--- src/rtl/alu_arbiter.sv ---
// alu_arbiter: round-robin arbiter that issues one requester's operation to a shared combinational ALU and holds the result until it is accepted.
module alu_arbiter #(
  parameter int N_REQ  = 2,
  parameter int DATA_W = 32,
  parameter int OP_W   = 4
) (
  input  logic                      clk,
  input  logic                      rst_n,
  input  logic [N_REQ-1:0]          req_valid,
  output logic [N_REQ-1:0]          req_ready,
  input  logic [N_REQ*DATA_W-1:0]   req_a,
  input  logic [N_REQ*DATA_W-1:0]   req_b,
  input  logic [N_REQ*OP_W-1:0]     req_op,
  output logic [DATA_W-1:0]         alu_a,
  output logic [DATA_W-1:0]         alu_b,
  output logic [OP_W-1:0]           alu_op,
  input  logic [DATA_W-1:0]         alu_r,
  output logic                      rsp_valid,
  input  logic                      rsp_ready,
  output logic [DATA_W-1:0]         rsp_data,
  output logic [$clog2(N_REQ)-1:0]  rsp_id,
  output logic                      busy
);
  localparam int IW = $clog2(N_REQ);
  typedef enum logic [1:0] {IDLE, EXEC, RESP} state_t;
  state_t state, state_nx;
  logic [IW-1:0] rr_ptr, gnt, off;
  logic [IW:0] sum;
  logic [2*N_REQ-1:0] dbl;
  logic any;
  logic [DATA_W-1:0] sel_a, sel_b;
  logic [OP_W-1:0] sel_op;
  // Rotating the doubled valid vector puts rr_ptr at bit 0, so the lowest set bit is the winner's offset.
  always_comb begin
    dbl = {req_valid, req_valid} >> rr_ptr;
    off = '0;
    for (int k = N_REQ - 1; k >= 0; k--) off = dbl[k] ? IW'(k) : off;
    sum = {1'b0, rr_ptr} + {1'b0, off};
    gnt = IW'(sum >= (IW+1)'(N_REQ) ? sum - (IW+1)'(N_REQ) : sum);
    any = |req_valid;
    sel_a = '0;
    sel_b = '0;
    sel_op = '0;
    for (int i = 0; i < N_REQ; i++) begin
      sel_a = gnt == IW'(i) ? req_a[i*DATA_W +: DATA_W] : sel_a;
      sel_b = gnt == IW'(i) ? req_b[i*DATA_W +: DATA_W] : sel_b;
      sel_op = gnt == IW'(i) ? req_op[i*OP_W +: OP_W] : sel_op;
    end
  end
  always_comb begin
    state_nx = state == IDLE ? (any ? EXEC : IDLE) :
               state == EXEC ? RESP : (rsp_ready ? IDLE : RESP);
  end
  always_ff @(posedge clk) begin
    if (!rst_n) state <= IDLE;
    else state <= state_nx;
  end
  always_ff @(posedge clk) begin
    if (!rst_n) begin
      rr_ptr <= '0;
      alu_a <= '0;
      alu_b <= '0;
      alu_op <= '0;
      rsp_data <= '0;
      rsp_id <= '0;
    end else begin
      if (state == IDLE && any) begin
        alu_a <= sel_a;
        alu_b <= sel_b;
        alu_op <= sel_op;
        rsp_id <= gnt;
      end
      if (state == EXEC) rsp_data <= alu_r;
      if (state == RESP && rsp_ready) rr_ptr <= rsp_id == IW'(N_REQ - 1) ? '0 : rsp_id + 1'b1;
    end
  end
  assign req_ready = (rst_n && state == IDLE && any) ? N_REQ'(1) << gnt : '0;
  assign busy = rst_n && state != IDLE;
  assign rsp_valid = rst_n && state == RESP;
endmodule

--- config.mk ---
export PLATFORM = sky130hd
export DESIGN_NAME = alu_arbiter
export DESIGN_NICKNAME = d
export VERILOG_FILES = /design/src/rtl/alu_arbiter.sv
export SDC_FILE = /design/constraint.sdc
export NUM_CORES = 1
export LEC_CHECK = 0
export ABC_AREA = 0
export CAP_MARGIN = 20
export CORE_MARGIN = 3
export CORE_UTILIZATION = 25
export CTS_BUF_LIST = sky130_fd_sc_hd__clkbuf_4
export CTS_CLUSTER_SIZE = 24
export DETAILED_ROUTE_END_ITERATION = 7
export HOLD_SLACK_MARGIN = 0.15
export SKIP_CTS_REPAIR_TIMING = 1
export SYNTH_ARGS = -nofsm -noshare
export SYNTH_HDL_FRONTEND = slang
export SYNTH_SLANG_ARGS = --single-unit
--- constraint.sdc ---
create_clock -name clk -period 4.5 [get_ports clk]
set_input_delay 0.9 -clock clk [delete_from_list [all_inputs] [get_ports clk]]
set_output_delay 0.9 -clock clk [all_outputs]
set_load 0.01 [all_outputs]
Word level (Yosys, flattened, before mapping)

Cells that the tools add are included.

Flip-flop bits (word level): 104
Output and inout port bits: 105

Reductions and logical operators: 9
$lt $le $gt $ge: 1
Shifts and indexed selects: 2
Add/subtract/negate cells: 3
Eq/ne operators: 2
Multiplexer cells: 12

Operator list:

| kind                | number |
|---|---|
| $mux 32             | 2 |
| $mux 2              | 4 |
| $logic_and 1x1->1   | 6 |
| $mux 1              | 5 |
| $mux 4              | 1 |
| $shr 4x1->2         | 1 |
| $add 1x1->2         | 1 |
| $eq 2x1->1 const B  | 1 |
| $eq 2x2->1 const B  | 1 |
| $ge 2x2->1 const B  | 1 |
| $logic_not 2->1     | 1 |
| $reduce_bool 2->1   | 1 |
| $reduce_or 2->1     | 1 |
| $shl 1x1->2 const A | 1 |
| $add 1x1->1 const B | 1 |
| $sub 1x1->1 const B | 1 |

Depth between registers and ports, before layout

Depth after elaboration: 8
Mapped depth: 7

Worst setup path before layout

No wires, ideal clock.

Path type: input to output
From: input rst_n
To: output req_ready[1]
Setup slack: 1.538 ns
Data required time: 3.600 ns
Stages: 5
Arrival time: 2.062 ns
Cells stage by stage: buf_4 or3b_1 buf_6 nor3b_4 buf_6

Longest elaborated chain between the ends: 3

RTL lines:

| element                         | RTL line | RTL |
|---|---|---|
| start, declared                 | 8        | `input logic rst_n,` |
| $logic_and 1x1->1 (2 in series) | 77       | `assign req_ready = (rst_n && state == IDLE && any) ? N_REQ'(1) << gnt : '0;` |
| $mux 2                          | 77       |  |
| end, declared                   | 10       | `output logic [N_REQ-1:0] req_ready,` |

No other way between the ends.

Worst setup path after layout

From: input req_valid[1]
To: output req_ready[1]

Longest elaborated chain between the ends: 8

RTL lines:

| element                                   | RTL line | RTL |
|---|---|---|
| start, declared                           | 9        | `input logic [N_REQ-1:0] req_valid,` |
| $shr 4x1->2                               | 35       | `dbl = {req_valid, req_valid} >> rr_ptr;` |
| $mux 1 (2 in series)                      | 37       | `for (int k = N_REQ - 1; k >= 0; k--) off = dbl[k] ? IW'(k) : off;` |
| $add 1x1->2                               | 38       | `sum = {1'b0, rr_ptr} + {1'b0, off};` |
| $ge 2x2->1 or $sub 1x1->1 (tied branches) | 39       | `gnt = IW'(sum >= (IW+1)'(N_REQ) ? sum - (IW+1)'(N_REQ) : sum);` |
| $mux 1                                    | 39       |  |
| $shl 1x1->2                               | 77       |  |
| $mux 2 *                                  | 77       |  |

Every way passes the cells marked *; elsewhere a longest branch is shown, timed or not.

==> summary.txt <==
Outcome
  • Outcome: completed

Setup path
  • Startpoint Class: input port
  • Worst R2R End: alu_a[25]
  • Reg2Reg Setup Slack: 2.32 ns
  • Critical R2R Launch: state[0]
  • Worst setup EP type: output pin
  • Worst EP required: 3.60 ns
  • Crit Path Class: in -> out
  • Reg2reg path depth: 5
  • Critical-path maximum fanout: 21
  • Worst endpoint data arrival time: 2.39 ns

Route
  • Drt first pass iters: 4
  • Vias: 4,762
  • ANT nets after route: 0
  • Vias per cell: 4.82
  • Detailed Route Iter0 Violations: 233
  • DRC Markers: 0
  • Final wirelength: 16,600 um
  • Post-DR wirelength/cell: 16.8 um

Yosys
  • Synthesis Warnings: 0
  • Predominant post-synthesis flop cell: dfxtp_1
  • Top-count cell post-synth: dfxtp_1
  • Post-synth EDFFs: 0
  • Post-synth top cells: dfxtp_1 (104), nand2_1 (99), a221o_1 (68), nor3_1 (68), inv_1 (51)
  • Count of cell types in the netlist: 27
  • Synth area leaders: dfxtp_1 (47%), a221o_1 (15%), nand2_1 (8.3%)
  • Largest area contributor in the netlist: dfxtp_1
  • Seq cells post-synth: 104
  • Mapped Nets: 683
  • Synth async-reset ratio: 0%
  • Syn_area_per_cell: 8.74 um2
  • Synth top area share: 46.7%
  • Cell count after synthesis: 510
  • Post-synthesis sequential area ratio: 46.7%
  • Synth Cell Area: 4460 um2

STA
  • Min setup slack post-route: 1.21 ns
  • Skew final: 0.0303 ns
  • Hold Fails Final Rpt: 0
  • Slew HR: 50.4%
  • Peak Freq: 304 MHz
  • Final Max Slew Viols: 0
  • Final min period: 3.29 ns
  • Period utilization: 73.2%
  • # setup viols final: 0
  • Worst hold slack: 0.466 ns
  • Setup_tns: 0 ns
  • Least-Margin Pin Slew: 0.745 ns
  • RSZ-0062 raised after global routing: false

Worst hold path
  • Hold EP: rsp_data[3]
  • Worst hold start: rsp_data[3]
  • Worst Hold Depth: 2
  • Tightest Hold Check Type: reg -> reg

CTS
  • Total CTS buffers: 9
  • Clock edge transition at the registers on the reported setup and hold paths: 0.17 ns
  • Clock root buffer: clkbuf_4
  • CTS Sinks: 104
  • Clk_lat worst skew: 0.49 ns
  • CTS Buffer Depth: 2
  • CTS tree: yes
  • CTS H-tree lvls: 3

Global routing
  • Largest net degree at the start of global routing: 72
  • Total grt overflow: 0
  • Vias in the first global route: 4,871
  • GRT Util Overall: 16.5%
  • Initial antenna violation count: 0
  • Global-route wire length before repair: 26,400 um

Placed design
  • Dpl ws: 1.21 ns
  • GPL Wtd Cong: 0.836
  • Number of port buffers: 277
  • Final HPWL DP: 12,000 um
  • Placed Area: 7360 um2

Final layout
  • Non-Filler Cell Area, Final: 7540 um2
  • Antenna cells: 0
  • Core Util, Final: 43.4%
  • Layout cells sized above 1: 4.20%
  • Fillcell total: 1,644
  • Final-stage net count: 930
  • Area Growth Syn to Fin: 69.0%

Floorplanning
  • Die Ht: 140 um
  • Starting Density: 25.7%
  • Row count: 48
  • IO Pins: 278
  • Die width: 140 um
  • Total die area: 19,500 um2
  • Core area: 17,400 um2

Power
  • Power Density: 305 nW/um2
  • Switching Share: 29.5%
  • Clock share of power: 25.8%
  • Sequential fraction of design power: 46.2%
  • Gate power share: 28.0%
  • Sw power: 679 uW
  • LEAKAGE: 2.91 nW
  • P_int: 1.62 mW
  • Peak VDD IR: 0.160 mV

Flow run
  • Max_cap viols: 0
-- area by class of cell --
cell class	count	area, um2	share of cell area (%)
Tap cell	225	282	3.74
Timing Repair Buffer	287	2870	38.1
Clock buffer	9	67.6	0.897
Sequential cell	104	2080	27.6
Multi-Input combinational cell	303	1930	25.6
Clock inverter	7	110	1.46
Inverter	52	195	2.59
-- flip-flops by register name (all words and copies together) (netlist names) --
register and count:
alu_a 32, alu_b 32, alu_op 4, rr_ptr 1, rsp_data 32, rsp_id 1
state 2
-- placed cells by master (no fill, tap or decap), drive strengths merged, types with 9 or more instances in the layout --
cell and instances:
a21boi 34, nand2 99, a221o 68, inv 55, buf 11, clkbuf 9, a2111oi 17, clkdlybuf4s50 276
nor3 68, dfxtp 104
-- worst max-delay path by stage --
stage,cells after the start,slack (ns),endpoint,start
finish,4,1.21,req_ready[1],req_valid[1]
global route,4,1.13,req_ready[1],req_valid[1]
CTS,4,1.21,req_ready[1],req_valid[1]
detailed placement,4,1.21,req_ready[1],req_valid[1]
global placement,4,1.21,req_ready[1],req_valid[1]
floorplan,5,1.54,req_ready[1],rst_n
-- critical path: stages --
cell and delay (ns):
clkdlybuf4s50_1 0.45, buf_4 0.23, nor3b_4 0.23, clkdlybuf4s50_1 0.58
-- power by group through the flow --
stage | combinational (mW) | sequential [mW] | clock (mW)
floorplan | 0.224 | 1.11 | 0
global placement | 0.631 | 1.08 | 0
detailed placement | 0.648 | 1.08 | 0
CTS | 0.652 | 1.06 | 0.616
global route | 0.694 | 1.08 | 0.651
finish | 0.644 | 1.06 | 0.592
-- cells by family (layout without fill, tap and decap cells) --
kind of cell,Yosys count,count (layout),synth area share [%]
compound gates,123,123,25.0
fa+ha+maj,1,1,0.225
buf+inv,103,355,10.1
flops,104,104,46.7
simple gates,179,179,18.0
-- through the flow --
step                power [mW]  std cells
global route              2.42        987
CTS                       2.33        987
floorplan                 1.34        510
global placement          1.71        969
finish                    2.30        987
detailed placement        1.73        971
-- per-layer routing --
layer	wire, um	GRT usage [%]	vias up	share of wire (%)
li1	-	-	2309	-
met1	7020	20.8	2209	42
met2	7730	26.8	226	47
met3	1580	5.88	18	9.5
met4	261	4.64	0	1.6
met5	0	0	-	0
Power figures use the tool's default switching activity.
